File: config.mk
export PLATFORM = sky130hd
export DESIGN_NAME = simon_seq_ctrl
export DESIGN_NICKNAME = d
export VERILOG_FILES = /design/src/rtl/simon_seq_ctrl.sv
export SDC_FILE = /design/constraint.sdc
export NUM_CORES = 1
export LEC_CHECK = 0
export CORE_MARGIN = 1
export CORE_UTILIZATION = 55
export DETAILED_ROUTE_END_ITERATION = 7
export PLACE_DENSITY_LB_ADDON = 0.25
export SETUP_SLACK_MARGIN = 0.5
export SKIP_LAST_GASP = 1
export SLEW_MARGIN = 20
export SYNTH_ARGS = -nofsm -noshare
export SYNTH_HDL_FRONTEND = slang
export SYNTH_SLANG_ARGS = --single-unit
File: constraint.sdc
create_clock -name CLK -period 3.7 [get_ports CLK]
set_input_delay 0.37 -clock CLK [delete_from_list [all_inputs] [get_ports CLK]]
set_output_delay 0.37 -clock CLK [all_outputs]
set_load 0.005 [all_outputs]
File: src/rtl/simon_seq_ctrl.sv
// Simon Says game sequencer: grows a random colour sequence, plays it on one-hot LEDs and
// checks the player's presses. Define INPUT_TIMEOUT_EN to add the per-press input timeout.
module simon_seq_ctrl #(
    parameter int MAX_LEN       = 32,
    parameter int TICKS_ON      = 50_000_000,
    parameter int TICKS_OFF     = 25_000_000,
    parameter int TIMEOUT_TICKS = 500_000_000,
    parameter int LW            = $clog2(MAX_LEN + 1)
) (
    input  logic          CLK,
    input  logic          RST,
    input  logic          START,
    input  logic [3:0]    RAND,
    input  logic          BTN_VALID,
    input  logic [1:0]    BTN_ID,
    output logic [3:0]    LED,
    output logic [LW-1:0] LEVEL,
    output logic          BUSY,
    output logic          TURN,
    output logic          WIN,
    output logic          LOSE,
    output logic [2:0]    dbg_state
);

    localparam int TMAX_A = (TICKS_ON > TICKS_OFF) ? TICKS_ON : TICKS_OFF;
    localparam int TMAX   = (TMAX_A > TIMEOUT_TICKS) ? TMAX_A : TIMEOUT_TICKS;
    localparam int TW     = $clog2(TMAX + 1);
    localparam int IW     = (MAX_LEN > 1) ? $clog2(MAX_LEN) : 1;

    localparam logic [TW-1:0] ON_LAST  = TW'(TICKS_ON - 1);
    localparam logic [TW-1:0] OFF_LAST = TW'(TICKS_OFF - 1);
    localparam logic [LW-1:0] LEN_MAX  = LW'(MAX_LEN);

    typedef enum logic [2:0] {
        IDLE, ADD, SHOW_ON, SHOW_OFF, WAIT_IN, WON, LOST
    } state_t;

    state_t        state;
    logic [LW-1:0] idx;
    logic [TW-1:0] timer;
    logic [1:0]    seq [0:(1 << IW) - 1];

    logic [LW-1:0] idx_nxt;
    logic [LW-1:0] level_last;
    logic [1:0]    first_color;
    logic          unused_rand;

    assign idx_nxt     = idx + 1'b1;
    assign level_last  = LEVEL - 1'b1;
    // In ADD the first step may be the entry being written this very cycle.
    assign first_color = (LEVEL == '0) ? RAND[1:0] : seq[0];
    assign unused_rand = ^RAND[3:2];
    assign dbg_state   = state;

    // Sequence storage is deliberately not reset; only written in ADD.
    always_ff @(posedge CLK) begin
        if (state == ADD) begin
            seq[LEVEL[IW-1:0]] <= RAND[1:0];
        end
    end

    always_ff @(posedge CLK or posedge RST) begin
        if (RST) begin
            state <= IDLE;
            LED   <= '0;
            LEVEL <= '0;
            BUSY  <= 1'b0;
            TURN  <= 1'b0;
            WIN   <= 1'b0;
            LOSE  <= 1'b0;
            idx   <= '0;
            timer <= '0;
        end else begin
            case (state)
                IDLE, WON, LOST: begin
                    if (START) begin
                        state <= ADD;
                        LEVEL <= '0;
                        BUSY  <= 1'b1;
                        WIN   <= 1'b0;
                        LOSE  <= 1'b0;
                    end
                end
                ADD: begin
                    LEVEL <= LEVEL + 1'b1;
                    idx   <= '0;
                    timer <= '0;
                    LED   <= 4'b0001 << first_color;
                    state <= SHOW_ON;
                end
                SHOW_ON: begin
                    if (timer == ON_LAST) begin
                        timer <= '0;
                        LED   <= '0;
                        state <= SHOW_OFF;
                    end else begin
                        timer <= timer + 1'b1;
                    end
                end
                SHOW_OFF: begin
                    if (timer == OFF_LAST) begin
                        timer <= '0;
                        if (idx == level_last) begin
                            idx   <= '0;
                            BUSY  <= 1'b0;
                            TURN  <= 1'b1;
                            state <= WAIT_IN;
                        end else begin
                            idx   <= idx_nxt;
                            LED   <= 4'b0001 << seq[idx_nxt[IW-1:0]];
                            state <= SHOW_ON;
                        end
                    end else begin
                        timer <= timer + 1'b1;
                    end
                end
                WAIT_IN: begin
                    // A press always wins over START and over an expiring timeout.
                    if (BTN_VALID) begin
                        timer <= '0;
                        if (BTN_ID != seq[idx[IW-1:0]]) begin
                            TURN  <= 1'b0;
                            LOSE  <= 1'b1;
                            state <= LOST;
                        end else if (idx != level_last) begin
                            idx <= idx_nxt;
                        end else if (LEVEL == LEN_MAX) begin
                            TURN  <= 1'b0;
                            WIN   <= 1'b1;
                            state <= WON;
                        end else begin
                            TURN  <= 1'b0;
                            BUSY  <= 1'b1;
                            state <= ADD;
                        end
                    end
`ifdef INPUT_TIMEOUT_EN
                    else if (timer == TW'(TIMEOUT_TICKS - 1)) begin
                        TURN  <= 1'b0;
                        LOSE  <= 1'b1;
                        state <= LOST;
                    end else begin
                        timer <= timer + 1'b1;
                    end
`endif
                end
                default: begin
                    state <= IDLE;
                    LED   <= '0;
                    BUSY  <= 1'b0;
                    TURN  <= 1'b0;
                end
            endcase
        end
    end

endmodule

== Yosys cells after proc, flatten, opt, wreduce, memory -nomap -nowiden ==
Memories as Yosys holds them, arrays and structs flattened.
Index checks and enable logic that the tools add are counted.
Word-level totals
  output and inout port bits: 17
  word-level logic and storage cells: 114
  memory bits (writable): 64
  bits of input ports: 10
  memories kept: 1
  register bits: 52
Memory list
  seq: words 32, bits a word 2, rd ports 3, clocked after Yosys merged registers in 0, write ports 1, line 41  | logic [1:0] seq [0:(1 << IW) - 1];
Cells by class
  reduce and logical (&&, ||, !) cells: 19
  equality and inequality tests: 25
  shifts and indexed selects: 2
  add/subtract/negate cells: 4
  multiplexer cells: 51
  bitwise logic cells: 3
Operator list (count)
  29-bit one-hot mux with 4 select lines: 1
  29-bit two-way mux: 3
  6-bit two-way mux: 6
  29-bit by 1-bit adder with 29-bit output, second input constant: 1
  29-bit by 25-bit == test with 1-bit output, second input constant: 1
  29-bit by 26-bit == test with 1-bit output, second input constant: 1
  3-bit two-way mux: 8
  2-bit inequality test, second input constant: 12
  1-bit two-way mux: 21
  6-bit one-hot mux with 3 select lines: 1
  4-bit one-hot mux with 4 select lines: 1
  3-bit one-hot mux with 5 select lines: 1
  5-bit AND reduction: 3
  6-bit by 1-bit adder with 6-bit output, second input constant: 2
  4-bit two-way mux: 3
  6-bit one-hot mux with 2 select lines: 1
  3-bit == test, second input constant: 3
  4-bit AND reduction: 2
  8-bit AND reduction: 1
  1-bit by 2-bit << shifter with 4-bit output, first input constant: 2
  3-bit by 2-bit == test with 1-bit output, second input constant: 2
  6-bit == test: 1
  6-bit == test, second input constant: 1
  6-bit zero test: 1
  20 further kinds: 25

== Depth between registers and ports, before layout ==
Gate-level depths: netlist of run 1.
  word-level depth: 6
  mapped depth: 12
  depth with buffers taken out: 10

== Worst setup path after synthesis of run 1 ==
Ideal clock, no wire load.
  kind: register to register
  start point: reg LEVEL[0]
  end point: reg idx[0]
  setup slack: 0.877 ns
  data arrival time: 2.698 ns
  cell stages (with the launch flop): 12
  buffers on the path: 1
  period minus slack after synthesis: 2.823 ns
  setup time: 0.125 ns
  required time: 3.575 ns
  cells stage by stage: dfrtp_1 > inv_1 > ha_1 > clkbuf_1 > o21ba_2 > a221oi_1 > a41oi_1 > nor3_4 > a2bb2oi_1 > inv_1 > nand2_1 > mux2_2
Between the ends
  cells in the longest elaborated chain, start to end: 5
  elaborated cells on any way between the ends: 8
  those cells by class: 1 x add/sub; 3 x eq/ne; 3 x mux; 1 x reduce/logical
Ends and longest elaborated chain
  start, declared: line 17  | output logic [LW-1:0] LEVEL,
  start signal, assigned: line 85  | LEVEL <= LEVEL + 1'b1;
  6-bit by 1-bit subtractor with 6-bit output *: line 49  | assign level_last = LEVEL - 1'b1;
  6-bit == test: line 103  | if (idx == level_last) begin
  6-bit two-way mux: line 103
  6-bit two-way mux: line 101  | if (timer == OFF_LAST) begin
  6-bit one-hot mux with 3 select lines: line 74  | case (state)
  end signal, assigned: line 109  | idx <= idx_nxt;
  end signal, assigned: line 126  | idx <= idx_nxt;
  end, declared: line 39  | logic [LW-1:0] idx;
Mark *: on every way between the ends. The rest lies on a longest branch, timed or not. The select of a mux whose other input is x is not followed.
A chain may end at the register's enable or synchronous reset.

== Worst setup path after layout of run 1 ==
  start point: reg idx[2]
  end point: reg BUSY
Between the ends
  cells in the longest elaborated chain, start to end: 4
  elaborated cells on any way between the ends: 8
  those cells by class: 6 x eq/ne; 1 x reduce/logical; 1 x memory
Ends and longest elaborated chain
  memory read 32 x 2 bit
  2-bit inequality test: line 121  | if (BTN_ID != seq[idx[IW-1:0]]) begin
  2-bit inequality test (no line)
  8-bit AND reduction (no line) *
  end signal, assigned: line 67  | BUSY <= 1'b0;
  end signal, assigned: line 133  | BUSY <= 1'b1;
  end signal, assigned: line 150  | BUSY <= 1'b0;
  end, declared: line 18  | output logic BUSY,
Mark *: on every way between the ends. The rest lies on a longest branch, timed or not.

==> results of run 1 <==
[routing by layer]
layer / global-route usage (%) / vias up
met4: 10.95 / 0
met2: 41.19 / 140
met5: 0 / -
li1: - / 2105
met1: 35.35 / 2287
met3: 6.814 / 26
[cell type report]
class	instances	area, um^2	area share, %
clock buffer	18	429.2	5.874
inverter	11	42.54	0.5823
sequential	116	3226	44.15
clock inverter	13	158.9	2.175
tap	140	175.2	2.398
multi-input combinational	400	2947	40.33
timing repair buffer	34	327.8	4.487
[Yosys cell counts, drive strengths merged, types with 15 or more instances]
cell and instances:
clkbuf 16, edfxtp 64, mux4 26, nand3 26
mux2i 29, xor2 22, dfrtp 52, nand2 43
xnor2 15, o21ai 28, nor2 81
[cells in the final DEF, fill, tap and decap left out, types with 5 or more instances in the layout]
cell type / netlist / final
a21oi_1: 8 / 8
a22o_1: 5 / 5
and2_1: 6 / 6
and3_1: 9 / 9
buf_4: 0 / 9
clkbuf_16: 0 / 17
clkdlybuf4s50_1: 0 / 24
dfrtp_1: 52 / 50
edfxtp_1: 64 / 64
ha_1: 6 / 5
inv_1: 11 / 10
mux2i_1: 29 / 29
mux4_2: 23 / 23
nand2_1: 43 / 43
nand2b_1: 8 / 8
nand3_1: 26 / 26
nand4_1: 7 / 7
nor2_1: 81 / 81
nor2b_1: 7 / 7
nor3_1: 8 / 8
nor4_1: 5 / 5
o211ai_1: 5 / 5
o21ai_0: 25 / 24
xnor2_1: 15 / 15
xor2_1: 22 / 22
[sequential cells by signal (all words and copies together) (netlist names), 3 cells and up]
| name | flops |
|---|---|
| seq | 64 |
| timer | 29 |
| dbg_state | 3 |
| LED | 4 |
| LEVEL | 6 |
| idx | 6 |
[stage by stage]
step                      hold WS [ps]  cells  total power [mW]  util (%)
after global placement           477.8    698             2.201     60.59
after floorplan                  468.9    553             2.021         -
after detailed placement         499.6    698             2.225     60.59
after global routing             535.1    732             3.997     66.23
after CTS                        513.7    729             3.855     65.98
final                            454.3    732             3.851     66.23
[worst paths after layout]
path                               startpoint                    end  slack, ps
min in group CLK             BUSY$_DFFE_PP0P_       BUSY$_DFFE_PP0P_        510
min                                       RST  timer[11]$_DFFE_PP0P_        450
max reg2reg                idx[2]$_DFFE_PP0P_       BUSY$_DFFE_PP0P_        590
min reg2reg                  BUSY$_DFFE_PP0P_       BUSY$_DFFE_PP0P_        510
max                        idx[2]$_DFFE_PP0P_       BUSY$_DFFE_PP0P_        590
max in group asynchronous                 RST   LEVEL[0]$_DFFE_PP0P_       2650
[power by group]
part | total (mW) | switching (mW) | internal [mW]
clock | 1.63 | 0.582 | 1.05
sequential | 1.57 | 0.127 | 1.44
combinational | 0.652 | 0.335 | 0.317
total | 3.85 | 1.04 | 2.81
[cells by family after synthesis]
kind of cell	share of synthesized area, %
buffers and inverters	2.476
AOI/OAI and AO/OA	8.358
muxes	14.99
xor gates and xnor gates	5.130
and+or+nand+nor	16.84
DFF	51.02
adders and majority gates	1.188
[worst max-delay path, stage by stage (launching register included)]
cell,delay [ps]
dfrtp_1,710
mux4_1,640
o21ai_0,210
nand4_1,240
xor2_1,240
o31a_1,350
a211o_1,290
mux2_4,300
[what timing repair did]
| item | CTS | global route |
|---|---|---|
| resized for setup | 1 | 3 |
| buffers inserted | 0 | 3 |
| gates cloned | 0 | 0 |
| endpoints found under the setup margin | 3 | 12 |
| pin swaps | 0 | 1 |
==> results.yml, run 1 <==
clock_network:
  cts_root_buffer: "clkbuf_16"
  clock_latency_ps: 420
  clk_pin_slew_ps: 60
  cts_sinks: 116
  htreeDepth: 4
  clk_path_buf_depth: 2
  postCtsHoldBufs: 0
  numCtsBuffers: 17
  cts_tree: "yes"
drt:
  via_count: 4558
  firstDrtPassIters: 5
  m1WireLength_mm: 6.384
  top_layer: "met4"
  antenna_left: 0
  drc: 0
  drt_iter0_drc: 509
  vias_per_cell: 6.227
  wl_per_cell_um: 19.64
  finalWirelength_mm: 14.38
  wl_met3_um: 770
  wl_met2_mm: 6.886
logic_synthesis:
  synth_area_um2: 6317
  synth_ff_type: "edfxtp_1"
  synthArstFlopShare_pct: 44.83
  syn_inst: 553
  synth_nets: 569
  ys_ff_latch: 116
  syn_avg_cell_area_um2: 11.42
  yosysTopAreaCell: "edfxtp_1"
  synth_top_area_share_pct: 30.42
  yosysWarnings: 0
  synth_area_leaders: "edfxtp_1 (30%), dfrtp_1 (21%), mux4_2 (8.2%)"
  synth_edf_count: 64
  ys_types: 61
  ys_seq_area_share_pct: 51.02
die:
  num_io_pins: 27
  die_area_um2: 11920
  core_area_um2: 11030
  initial_core_util_pct: 57.27
  die_w_um: 109.2
  row_count: 38
  die_y_um: 109.2
sta:
  finalMaxSlewViolations: 0
  tightest_slew_ps: 909.8
  slew_headroom_pct: 39.27
  finClkSkew_ps: 4.246
  rsz0062_at_grt: "false"
  fin_ws_ps: 593.3
  fin_crit_sh_pct: 83.96
  fmax_ghz: 0.3219
  tns_ps: 0
  finalSetupViolCount: 0
  period_needed_ps: 3107
  final_hold_viol_count: 0
global_routing:
  grt_max_degree: 53
  grt_first_pass_wirelength_mm: 23.15
  first_global_vias: 4535
  grt.overflow.total: 0
  gr-usage-all-layers_pct: 26.45
  antenna_found_initial: 0
final_layout:
  nNetsFinal: 596
  syn_to_final_growth_pct: 15.65
  final_area_um2: 7306
  n_fill_cell: 841
  antenna_cells: 0
  layout-drive-gt1-share_pct: 13.85
power:
  powerDensity_nw_per_um2: 527.2
  ir_worst_vdd_uv: 418.8
  p_leak_nw: 2.690
job:
  drv_cap: 0
critical_path:
  crit_fanout: 14
  crit_type: "reg2reg"
  arrival_ps: 3410
  reg2reg_depth: 7
  worstSetupStartpointType: "register"
  worst_ep_required_time_ps: 4000
  endpoint_kind: "register"
placement:
  place.gp.congestion: 0.8871
  dpl_worst_slack_ps: 512.6
  portBuffers: 24
  hpwl_mm: 9.654
  place_area_um2: 6684
min_path:
  hold_class: "in2async"
status:
  outcome: "finished, final reports clean"
(Power assumes the default switching activity.)
==> run 2: changes to the inputs <==
- clock period: 3.7 -> 3.1 ns (I/O delays scaled with it)
==> results.yml, run 2 (synthesis gave the netlist of run 1 again) <==
status:
  outcome: "finished, final reports clean"
clock_network:
  cts_root_buffer: "clkbuf_16"
  numCtsBuffers: 17
  cts_tree: "yes"
  htreeDepth: 4
  postCtsHoldBufs: 0
  cts_sinks: 116
  clock_latency_ps: 420
  clk_path_buf_depth: 2
  clk_pin_slew_ps: 60
sta:
  finalSetupViolCount: 0
  fin_crit_sh_pct: 87.98
  fmax_ghz: 0.3667
  fin_ws_ps: 372.6
  finClkSkew_ps: 7.240
  tns_ps: 0
  slew_headroom_pct: 64.10
  rsz0062_at_grt: "true"
  whs_ps: 207.8
  tightest_slew_ps: 536.5
  finalMaxSlewViolations: 0
  period_needed_ps: 2727
  final_hold_viol_count: 0
critical_path:
  cpPeakStageDelay_ps: 540
  crit_family: "multiplexers"
  crit_chain: "mux4_2 -> o211ai_1 -> nand4_1 -> xor2_1 -> o31a_1 -> a211o_1 -> mux2_4"
  arrival_ps: 3030
  worst_ep_required_time_ps: 3400
  crit_fanout: 8
  endpoint_kind: "register"
  worstSetupStartpointType: "register"
  worst-path-buf-inv: 0
  slowest_stage: "mux4_2"
  crit_type: "reg2reg"
placement:
  hpwl_mm: 10.25
  portBuffers: 24
  place.gp.congestion: 0.8777
  dpl_worst_slack_ps: 155.3
  place_area_um2: 6850
power:
  p_leak_nw: 2.908
  p_sw_share_pct: 27.41
  cellInternalPower_mw: 3.445
  pwr-share-comb_pct: 20.2
  p_clk_share_pct: 41.0
  power_mw: 4.746
  ir_worst_vdd_uv: 703.3
  powerDensity_nw_per_um2: 612.3
  pwr-share-seq_pct: 38.7
  p_sw_mw: 1.301
global_routing:
  first_global_vias: 4733
  antenna_found_initial: 0
  grt_max_degree: 38
  grt.overflow.total: 0
  grt_first_pass_wirelength_mm: 23.93
  gr-usage-all-layers_pct: 27.89
job:
  drv_cap: 0
drt:
  antenna_left: 0
  drt_iter0_drc: 439
  finalWirelength_mm: 15.32
  firstDrtPassIters: 5
  wl_per_cell_um: 19.97
  vias_per_cell: 6.163
  via_count: 4727
  drc: 0
final_layout:
  largest_reg_flops: 64
  syn_to_final_growth_pct: 22.72
  layout-drive-gt1-share_pct: 21.53
  n_fill_cell: 777
  final_cell_mix: "nor2_1 (80), edfxtp_1 (64), dfrtp_1 (47), nand2_1 (42), buf_4 (34)"
  final_common_cell: "nor2_1"
  final_area_um2: 7752
  nNetsFinal: 630
  antenna_cells: 0
die:
  die_y_um: 109.2
  die_w_um: 109.2
  core_area_um2: 11030
  row_count: 38
  num_io_pins: 27
  initial_core_util_pct: 57.27
  die_area_um2: 11920
min_path:
  hold_class: "in2async"
-- run 2: path summary, 6_finish.rpt --
kind | cells after the start | start | end | slack (ps)
hold reg to reg | 2 | LOSE$_DFFE_PP0P_ | LOSE$_DFFE_PP0P_ | 510
setup / recovery | 7 | idx[1]$_DFFE_PP0P_ | BUSY$_DFFE_PP0P_ | 370
setup reg to reg | 7 | idx[1]$_DFFE_PP0P_ | BUSY$_DFFE_PP0P_ | 370
min in group CLK | 2 | LOSE$_DFFE_PP0P_ | LOSE$_DFFE_PP0P_ | 510
hold / removal | 2 | RST | timer[23]$_DFFE_PP0P_ | 210
max in group asynchronous | 3 | RST | idx[1]$_DFFE_PP0P_ | 2040
-- run 2: worst reg2reg max path, stage by stage, from the launching register on --
cell and delay (ps):
dfrtp_2 480, mux4_2 550, o211ai_1 220, nand4_1 210
xor2_1 260, o31a_1 350, a211o_1 250, mux2_4 290
-- run 2: power by group through the flow --
stage	logic [mW]	registers [mW]	clock network (mW)
after detailed placement	0.869	1.87	0
after global placement	0.847	1.86	0
after floorplan	0.615	1.84	0
after CTS	0.913	1.84	1.97
after global routing	1.04	1.85	2.04
final	0.960	1.84	1.95
-- run 2: layer usage --
metal  GRT usage (%)  vias to the layer above  share of wire, %
li1                -                     2177                 -
met1           33.65                     2344                42
met2           45.55                      169                50
met3           7.830                       37               5.2
met4           14.67                        0               3.2
met5               0                        -                 0
-- run 2: repair_timing --
item | in CTS | in global routing
resized for setup | 13 | 20
setup endpoints to repair | 17 | 20
cloned | 1 | 0
pin swaps | 6 | 6
buffers inserted | 9 | 12
-- run 2: area by class of cell --
class	count	area (um^2)	area share (%)
multi-input cells	400	3064	39.53
repair buffers	68	650.6	8.393
inverters	11	41.29	0.5326
flip-flops and latches	116	3229	41.66
well taps	140	175.2	2.260
clock buffers	18	429.2	5.536
clock inverters	14	162.7	2.098
-- run 2: metrics by stage --
stage,instances,util [%]
2_1_floorplan,553,-
3_3_place_gp,713,62.10
4_1_cts,755,68.86
3_5_place_dp,713,62.10
5_1_grt,767,70.28
6_report,767,70.28
